==> config.mk <==
export PLATFORM = sky130hd
export DESIGN_NAME = hazard_ctrl_unit
export DESIGN_NICKNAME = d
export VERILOG_FILES = /design/src/rtl/hazard_ctrl_unit.sv
export SDC_FILE = /design/constraint.sdc
export NUM_CORES = 1
export LEC_CHECK = 0
export ABC_CLOCK_PERIOD_IN_PS = 1170
export BUFFER_PORTS_ARGS = -buffer_cell sky130_fd_sc_hd__buf_2
export CAP_MARGIN = 10
export CELL_PAD_IN_SITES_DETAIL_PLACEMENT = 0
export CELL_PAD_IN_SITES_GLOBAL_PLACEMENT = 1
export CORE_MARGIN = 5
export CORE_UTILIZATION = 20
export DETAILED_ROUTE_END_ITERATION = 8
export HOLD_SLACK_MARGIN = 0.1
export PLACE_DENSITY_LB_ADDON = 0.12
export SYNTH_ARGS = -nofsm -noshare
export SYNTH_HDL_FRONTEND = slang
export SYNTH_SLANG_ARGS = --single-unit
export TNS_END_PERCENT = 100
==> constraint.sdc <==
create_clock -name clk -period 1.17 [get_ports clk]
set_input_delay 0.234 -clock clk [delete_from_list [all_inputs] [get_ports clk]]
set_output_delay 0.234 -clock clk [all_outputs]
set_load 0.005 [all_outputs]
==> src/rtl/hazard_ctrl_unit.sv <==
// -----------------------------------------------------------------------------
// hazard_ctrl_unit
//  Pipeline flow controller for a 5-stage CPU (IF/ID/EX/MEM/WB).
//  Produces the PC enable plus the enable and flush strobes for each pipeline
//  register. It tracks which stages hold real instructions, stalls on load-use
//  hazards, redirects on taken branches/jumps resolved in EX or MEM, and holds
//  the pipeline while a data-memory access is in its wait states.
//
//  Parameters
//   REG_ADDR_W    register-file address width
//   BRANCH_STAGE  2 = branch resolved in EX, 3 = branch resolved in MEM
//   MEM_WAIT      extra wait cycles per data-memory access (0..15)
//   CNT_W         performance counter width
//
//  Ports
//   clk, arst_n                  clock, asynchronous active-low reset
//   enable                       global run; 0 freezes all state and strobes
//   id_rs, id_rt, id_uses_rt     source registers of the instruction in ID
//   ex_mem_read, ex_rd           load flag and destination of the EX instruction
//   br_taken                     taken branch/jump from the BRANCH_STAGE registers
//   mem_req                      MEM instruction accesses data memory
//   pc_en                        PC update
//   en_*/flush_*                 pipeline register enables and bubble loads
//   valid_ex/mem/wb              stage holds a real instruction
//   stall_cnt/flush_cnt/retire_cnt  performance counters
//
//  Build option
//   HAZ_PERF_CNT_EN  when defined, the performance counters are built;
//                    otherwise the counter outputs are tied to 0.
// -----------------------------------------------------------------------------
module hazard_ctrl_unit #(
   parameter int REG_ADDR_W   = 5,
   parameter int BRANCH_STAGE = 3,
   parameter int MEM_WAIT     = 0,
   parameter int CNT_W        = 32
) (
   input  logic                  clk,
   input  logic                  arst_n,
   input  logic                  enable,
   input  logic [REG_ADDR_W-1:0] id_rs,
   input  logic [REG_ADDR_W-1:0] id_rt,
   input  logic                  id_uses_rt,
   input  logic                  ex_mem_read,
   input  logic [REG_ADDR_W-1:0] ex_rd,
   input  logic                  br_taken,
   input  logic                  mem_req,
   output logic                  pc_en,
   output logic                  en_if_id,
   output logic                  en_id_ex,
   output logic                  en_ex_mem,
   output logic                  en_mem_wb,
   output logic                  flush_if_id,
   output logic                  flush_id_ex,
   output logic                  flush_ex_mem,
   output logic                  flush_mem_wb,
   output logic                  valid_ex,
   output logic                  valid_mem,
   output logic                  valid_wb,
   output logic [CNT_W-1:0]      stall_cnt,
   output logic [CNT_W-1:0]      flush_cnt,
   output logic [CNT_W-1:0]      retire_cnt
);

   localparam logic [0:0] ST_IDLE = 1'b0;
   localparam logic [0:0] ST_WAIT = 1'b1;

   logic v_id;
   logic busy;
   logic lu;
   logic redir;
   logic br_valid;

   generate
      if (BRANCH_STAGE != 2 && BRANCH_STAGE != 3) begin : g_bad_stage
         $error("hazard_ctrl_unit: BRANCH_STAGE must be 2 (EX) or 3 (MEM)");
      end
      if (MEM_WAIT < 0 || MEM_WAIT > 15) begin : g_bad_wait
         $error("hazard_ctrl_unit: MEM_WAIT must be in 0..15");
      end
   endgenerate

   // The branch qualifier is the valid bit of the stage holding the resolved branch.
   assign br_valid = (BRANCH_STAGE == 2) ? valid_ex : valid_mem;

   assign lu = valid_ex & ex_mem_read & (ex_rd != '0) & v_id &
               ((ex_rd == id_rs) | (id_uses_rt & (ex_rd == id_rt)));

   assign redir = br_taken & br_valid;

   // Memory wait-state tracker. busy rises in the same cycle the access is seen
   // in MEM and stays high for MEM_WAIT cycles in total; the access leaves MEM
   // in the cycle after the last busy cycle.
   generate
      if (MEM_WAIT > 0) begin : g_wait
         localparam logic [3:0] WAIT_INIT = 4'(MEM_WAIT - 1);
         logic [0:0] state;
         logic [3:0] wait_cnt;

         always_comb begin
            busy = 1'b0;
            if (state == ST_WAIT) busy = (wait_cnt != 4'd0);
            else                  busy = mem_req & valid_mem;
         end

         always_ff @(posedge clk or negedge arst_n) begin
            if (!arst_n) begin
               state    <= ST_IDLE;
               wait_cnt <= 4'd0;
            end else if (enable) begin
               if (state == ST_IDLE) begin
                  if (mem_req & valid_mem) begin
                     state    <= ST_WAIT;
                     wait_cnt <= WAIT_INIT;
                  end
               end else begin
                  if (wait_cnt != 4'd0) wait_cnt <= wait_cnt - 4'd1;
                  else                  state    <= ST_IDLE;
               end
            end
         end
      end else begin : g_no_wait
         logic unused_mem_req;
         assign unused_mem_req = mem_req;
         assign busy = 1'b0;
      end
   endgenerate

   // Strobe generation, highest priority first: freeze, memory busy,
   // redirect, load-use stall, free run. Everything is low during reset.
   always_comb begin
      pc_en        = 1'b0;
      en_if_id     = 1'b0;
      en_id_ex     = 1'b0;
      en_ex_mem    = 1'b0;
      en_mem_wb    = 1'b0;
      flush_if_id  = 1'b0;
      flush_id_ex  = 1'b0;
      flush_ex_mem = 1'b0;
      flush_mem_wb = 1'b0;
      if (arst_n && enable) begin
         if (busy) begin
            // Hold IF..MEM; push a bubble into WB so nothing retires twice.
            en_mem_wb    = 1'b1;
            flush_mem_wb = 1'b1;
         end else if (redir) begin
            pc_en        = 1'b1;
            en_if_id     = 1'b1;
            en_id_ex     = 1'b1;
            en_ex_mem    = 1'b1;
            en_mem_wb    = 1'b1;
            flush_if_id  = 1'b1;
            flush_id_ex  = 1'b1;
            flush_ex_mem = (BRANCH_STAGE == 3);
         end else if (lu) begin
            en_id_ex     = 1'b1;
            flush_id_ex  = 1'b1;
            en_ex_mem    = 1'b1;
            en_mem_wb    = 1'b1;
         end else begin
            pc_en        = 1'b1;
            en_if_id     = 1'b1;
            en_id_ex     = 1'b1;
            en_ex_mem    = 1'b1;
            en_mem_wb    = 1'b1;
         end
      end
   end

   // Valid bits follow the instruction they describe; a flush loads a bubble.
   always_ff @(posedge clk or negedge arst_n) begin
      if (!arst_n) begin
         v_id      <= 1'b0;
         valid_ex  <= 1'b0;
         valid_mem <= 1'b0;
         valid_wb  <= 1'b0;
      end else begin
         if (en_if_id)  v_id      <= ~flush_if_id;
         if (en_id_ex)  valid_ex  <= flush_id_ex  ? 1'b0 : v_id;
         if (en_ex_mem) valid_mem <= flush_ex_mem ? 1'b0 : valid_ex;
         if (en_mem_wb) valid_wb  <= flush_mem_wb ? 1'b0 : valid_mem;
      end
   end

`ifdef HAZ_PERF_CNT_EN
   // Stall and flush counts reflect the action actually taken: a load-use
   // hazard masked by a redirect is not a stall, and a redirect held off by
   // a busy memory counts once, when it finally takes effect.
   always_ff @(posedge clk or negedge arst_n) begin
      if (!arst_n) begin
         stall_cnt  <= '0;
         flush_cnt  <= '0;
         retire_cnt <= '0;
      end else if (enable) begin
         stall_cnt  <= stall_cnt  + CNT_W'(busy | (lu & ~redir));
         flush_cnt  <= flush_cnt  + CNT_W'(redir & ~busy);
         retire_cnt <= retire_cnt + CNT_W'(valid_wb);
      end
   end
`else
   assign stall_cnt  = '0;
   assign flush_cnt  = '0;
   assign retire_cnt = '0;
`endif

endmodule
# Word level (Yosys, flattened, before mapping)
# Cells that the tools add are included.
# totals
reg_bits	4
in_bits	22
output_inout_bits	108
wordCells	27
# op_classes
eq_ne	2
n_mux	11
bitwise	8
n_reduce_logical	2
# op_table
operator	count
two-way mux 1 bit	11
== test 5 bit	2
bitwise AND 1 bit	6
nonzero test 5 bit	1
logical AND 1 bit	1
NOT 1 bit	1
OR 1 bit	1

# Logic depth before layout (Yosys ltp)
# depth
depth_word	8
mapped_depth	5
depth_no_buf	5

# Worst setup path before layout
# OpenSTA, ideal clock, no wires.
# synth_timing
path_type	input-to-output
startpoint	input ex_rd[4]
endpoint	output pc_en
arrival_ps	930
required_ps	936
slack_ps	6
cell_stages	5
path_buffers	1
cell_sequence	xnor2_1 > nand3_1 > o22ai_2 > a31oi_1 > buf_4
# synth_between
elab_chain_cells	7
elab_cells_between_ends	11
cone_classes	eq/ne (2); mux (3); bitwise (5); reduce/logical (1)
# synth_lines
element	line	rtl
start, declared	44	input logic [REG_ADDR_W-1:0] ex_rd,
== test 5 bit / nonzero test 5 bit (equally long branches)	86, 85	
bitwise AND 1 bit, on equally long branches	86, 85	
OR 1 bit / bitwise AND 1 bit (equally long branches)	86, 85	
bitwise AND 1 bit (*)	85	assign lu = valid_ex & ex_mem_read & (ex_rd != '0) & v_id &
two-way mux 1 bit (*) (3 in series)	-	
end, declared	47	output logic pc_en,
# Every way passes the cells marked *; elsewhere a longest branch is shown, timed or not.

# Worst setup path in the final report
# layout_timing
startpoint	register valid_ex
endpoint	output flush_id_ex
# layout_between
elab_chain_cells	7
# layout_lines
element	line	rtl
start, declared	56	output logic valid_ex,
start signal, assigned	178	if (en_id_ex) valid_ex <= flush_id_ex ? 1'b0 : v_id;
bitwise AND 1 bit (4 in series)	85	
two-way mux 1 bit	154	end else if (lu) begin
two-way mux 1 bit	145	end else if (redir) begin
two-way mux 1 bit	140	if (arst_n && enable) begin
end, declared	53	output logic flush_id_ex,
# No other way between the ends.

==> results.md <==
STA:
- The minimum hold slack is 356 ps.
- Subtracting the final worst setup slack from the clock period gives 1350 ps.
- The count of pins over their slew limit is 0.
- The final hold violation count is 0.
- The final setup slack of the worst path is -182 ps.
- Setup violations remaining at the end of the flow were counted as 5.
- The largest clock skew in the final design is 2.02 ps.
- In the finished design, the share of the clock period the worst path needs comes to 116%.
- Setup repair after global routing could not meet its margin everywhere.
- The achievable frequency is 0.740 GHz.

Cells and area:
- From synthesis to final layout, the design area changed by 18.8%.
- The finished cells cover 0.00128 mm².
- The total inserted antenna cells is 0.
- The library cells used most frequently in the layout, excluding fill and tap cells, are sky130_fd_sc_hd__conb_1, sky130_fd_sc_hd__buf_2, sky130_fd_sc_hd__buf_6.
- The ratio of cells with drive above 1 in the final layout is 34.9%.
- The number of standard cells in the final layout excluding fillers is 256.
- Leaving out fill and tap cells, the most frequent cell in the layout is sky130_fd_sc_hd__conb_1.
- For this run, the post-layout net count is 210.

Routing:
- The first-iteration detailed-routing DRC count is 9.
- After detailed routing, the average wire length per cell comes to 8.89 µm.
- Before antenna repair, the detailed router went through 4 iterations.
- In the routed layout, each cell is associated on average with a via count of 2.79.
- The overall via count from detail_route is 714.
- In this run the remaining antenna-violating nets after routing total 0.
- The number of design rule violations left after detail routing is 0.
- The routed design has 2280 µm of wire.

Clock tree:
- Clock-pin slew was measured on the worst setup and hold paths at 30 ps.
- The root cell of the clock tree is sky130_fd_sc_hd__clkbuf_8.
- The largest buffer count on any clock path is 2.
- In this run, CTS created clock tree buffers numbering 3.
- CTS built an H-tree with a depth of 1.
- The latest clock arrival within the worst-skew pair is 210 ps.
- For this design, the sink count on the clock tree is 4.
- The clock tree from TritonCTS is built.

Power and ir drop:
- Power comes to 0.965 mW.
- The worst-case IR drop observed on VDD is 0.000235 V.
- Summed over all cells, the static leakage comes to 0.750 nW.
- The power density of the placed cells is 752 mW/mm².

Floorplanning:
- The core footprint is 0.00517 mm².
- Measured along the y axis, the die boundary spans 83.5 µm.
- The floorplan step defined a die boundary enclosing 0.00697 mm².
- For this design the top-level I/O count stands at 130.
- The effective utilization at floorplan is 20.9%.
- The die width is 83.5 µm.
- The site row count is 26.

Worst setup path:
- In this run the worst path has a maximum fanout of 3.
- The count of cell instances traversed by the critical path is 4.
- The delay of the slowest critical-path stage is 370 ps.
- Broken down by cell family, the worst path's largest delay share belongs to flip-flops.
- The worst setup path is captured at an output port.
- The startpoint identified for the worst register-to-register timing path is valid_ex.
- At the worst endpoint, the required time is 940 ps.
- The sum of buffers and inverters on the critical path is 1.
- Data arrives at the worst endpoint at 1120 ps.
- Walking the worst path, the cells encountered are nand3_2, a21oi_4, a31o_1, buf_2.
- The largest individual stage delay along the critical path comes from the cell sky130_fd_sc_hd__dfrtp_1.
- The flop-to-flop setup slack is 40 ps.
- The worst register-to-register path ends at valid_ex.
- Counting cells, the worst reg-to-reg path comes to 6.
- STA classifies the critical path startpoint as a register.
- The category of the critical setup timing path is reg -> out.

Place:
- The sum of net half-perimeters after detailed placement is 2000 µm.
- The final RePlAce weighted congestion is 0.641.
- After detailed placement, the design holds a cell count of 248.
- The port buffer count is 31.
- The placement-stage cell area is 1000 µm².

Worst hold path:
- The worst hold path begins at enable.
- The endpoint of the worst hold-timing path is valid_mem.
- In this run the worst hold path is classified as in -> reg.
- Along the worst hold path, the cell count comes to 4.

Synth:
- Summing the areas of all and, or, nand and nor instances in the mapped netlist gives 7.42% of the synthesized area.
- The xor/xnor cell area share of the yosys netlist is 8.11%.
- The portion of synthesized area spent on multiplexers is 0%.
- The synthesized design contains 4 register bits.
- The instance count of the mapped netlist is 142.
- Of the total synthesized cell area, the portion taken by full adders, half adders and majority gates is 0%.
- The main combinational cell family by area after synthesis is buffers and inverters.
- The average instance in the mapped netlist occupies 7.60 µm².
- The share of the yosys chip area belonging to registers is 9.27%.
- During synthesis, Yosys emitted a total of 0 warnings.
- The cell area after synthesis is 0.00108 mm².
- The number of different library cells used by synthesis comes to 16.
- Summing the areas of all compound-gate instances in the mapped netlist gives 4.29% of the synthesized area.

Global routing:
- Global routing consumed, over all layers together, 5.77% of the routing resources.
- The number of global-route vias before repair came to 698.
- Entering global routing, the biggest net connects 7 pins.
- The first-pass GRT wire length is 3340 µm.
- The remaining global-route overflow is 0.
- The number of antenna violations at the first check in global routing is 0.

Status:
- The flow ran to the end, but the final reports show violations.
- The final reports fail on negative setup slack.

Flow run:
- The max-cap violation count is 0.
==> worst min-delay path, cell delays in order <==
cell and delay (ps):
sky130_fd_sc_hd__buf_2 100, sky130_fd_sc_hd__nand2_4 80, sky130_fd_sc_hd__nand2_1 70, sky130_fd_sc_hd__nand2_1 40
==> final cells by class <==
cell class,instances,area (µm²)
clock buffer,3,41.3
fill,568,3890
inverter,1,3.75
multi-input combinational,132,689
sequential,4,100
tap,70,87.6
timing repair buffer,46,360
==> how the worst max path moves through the flow <==
stage                  end  startpoint  slack [ps]
3_3_place_gp   flush_id_ex    ex_rd[0]        -230
4_1_cts           en_if_id    valid_ex        -160
6_report       flush_id_ex    valid_ex        -180
3_5_place_dp      en_if_id    ex_rd[0]        -240
2_1_floorplan        pc_en    ex_rd[4]           6
5_1_grt        flush_id_ex    id_rs[4]        -260
==> per-layer routing <==
layer	share of wire, %	track usage (%)
met1	26	4.88
met2	57	12.0
met3	17	2.07
met4	0.61	2.19
met5	0	0
==> Yosys cell counts <==
cell	count	area (µm²)
sky130_fd_sc_hd__nand4_1	1	6.26
sky130_fd_sc_hd__a21oi_1	1	5.00
sky130_fd_sc_hd__nand3_1	4	20.0
sky130_fd_sc_hd__xnor2_1	10	87.6
sky130_fd_sc_hd__a2bb2oi_1	1	8.76
sky130_fd_sc_hd__nand2_1	9	33.8
sky130_fd_sc_hd__o22ai_2	1	12.5
sky130_fd_sc_hd__nor3_1	1	5.00
sky130_fd_sc_hd__nor2_1	4	15.0
sky130_fd_sc_hd__dfrtp_1	4	100
sky130_fd_sc_hd__o21ai_0	1	5.00
sky130_fd_sc_hd__inv_1	1	3.75
sky130_fd_sc_hd__a31o_1	1	8.76
sky130_fd_sc_hd__conb_1	1	3.75
sky130_fd_sc_hd__a31oi_1	1	6.26
sky130_fd_sc_hd__buf_4	101	758
==> what timing repair did <==
item,in CTS,in global routing
pin swaps,18,8
hold buffers,1,0
buffers inserted,3,3
endpoints found under the hold margin,4,0
gates resized for setup,33,9
endpoints found under the setup margin,6,7
==> state kept, by name, summed over array words and instances (netlist names) <==
name and count:
v_id 1, valid_mem 1, valid_ex 1, valid_wb 1
==> logic make-up after synthesis <==
family | count (synthesis)
xor+xnor | 10
flops | 4
simple gates | 19
other cells | 1
compound gates | 6
buf+inv | 102
==> per-stage QoR <==
| stage | worst slack, ps | TNS, ps | util [%] |
|---|---|---|---|
| after floorplan | 5.77 | 0 | - |
| after detailed placement | -243 | -786 | 19.3 |
| after global routing | -261 | -911 | 24.8 |
| final | -182 | -578 | 24.8 |
| after CTS | -157 | -572 | 23.9 |
| after global placement | -225 | -726 | 19.3 |
==> power by group <==
group | switching, mW | internal, mW | leakage (nW) | total, mW
clock network | 0.0661 | 0.219 | 0.0216 | 0.285
logic | 0.239 | 0.248 | 0.682 | 0.487
registers | 0.0223 | 0.171 | 0.0459 | 0.193
total | 0.327 | 0.637 | 0.750 | 0.965
(Power assumes the default switching activity.)
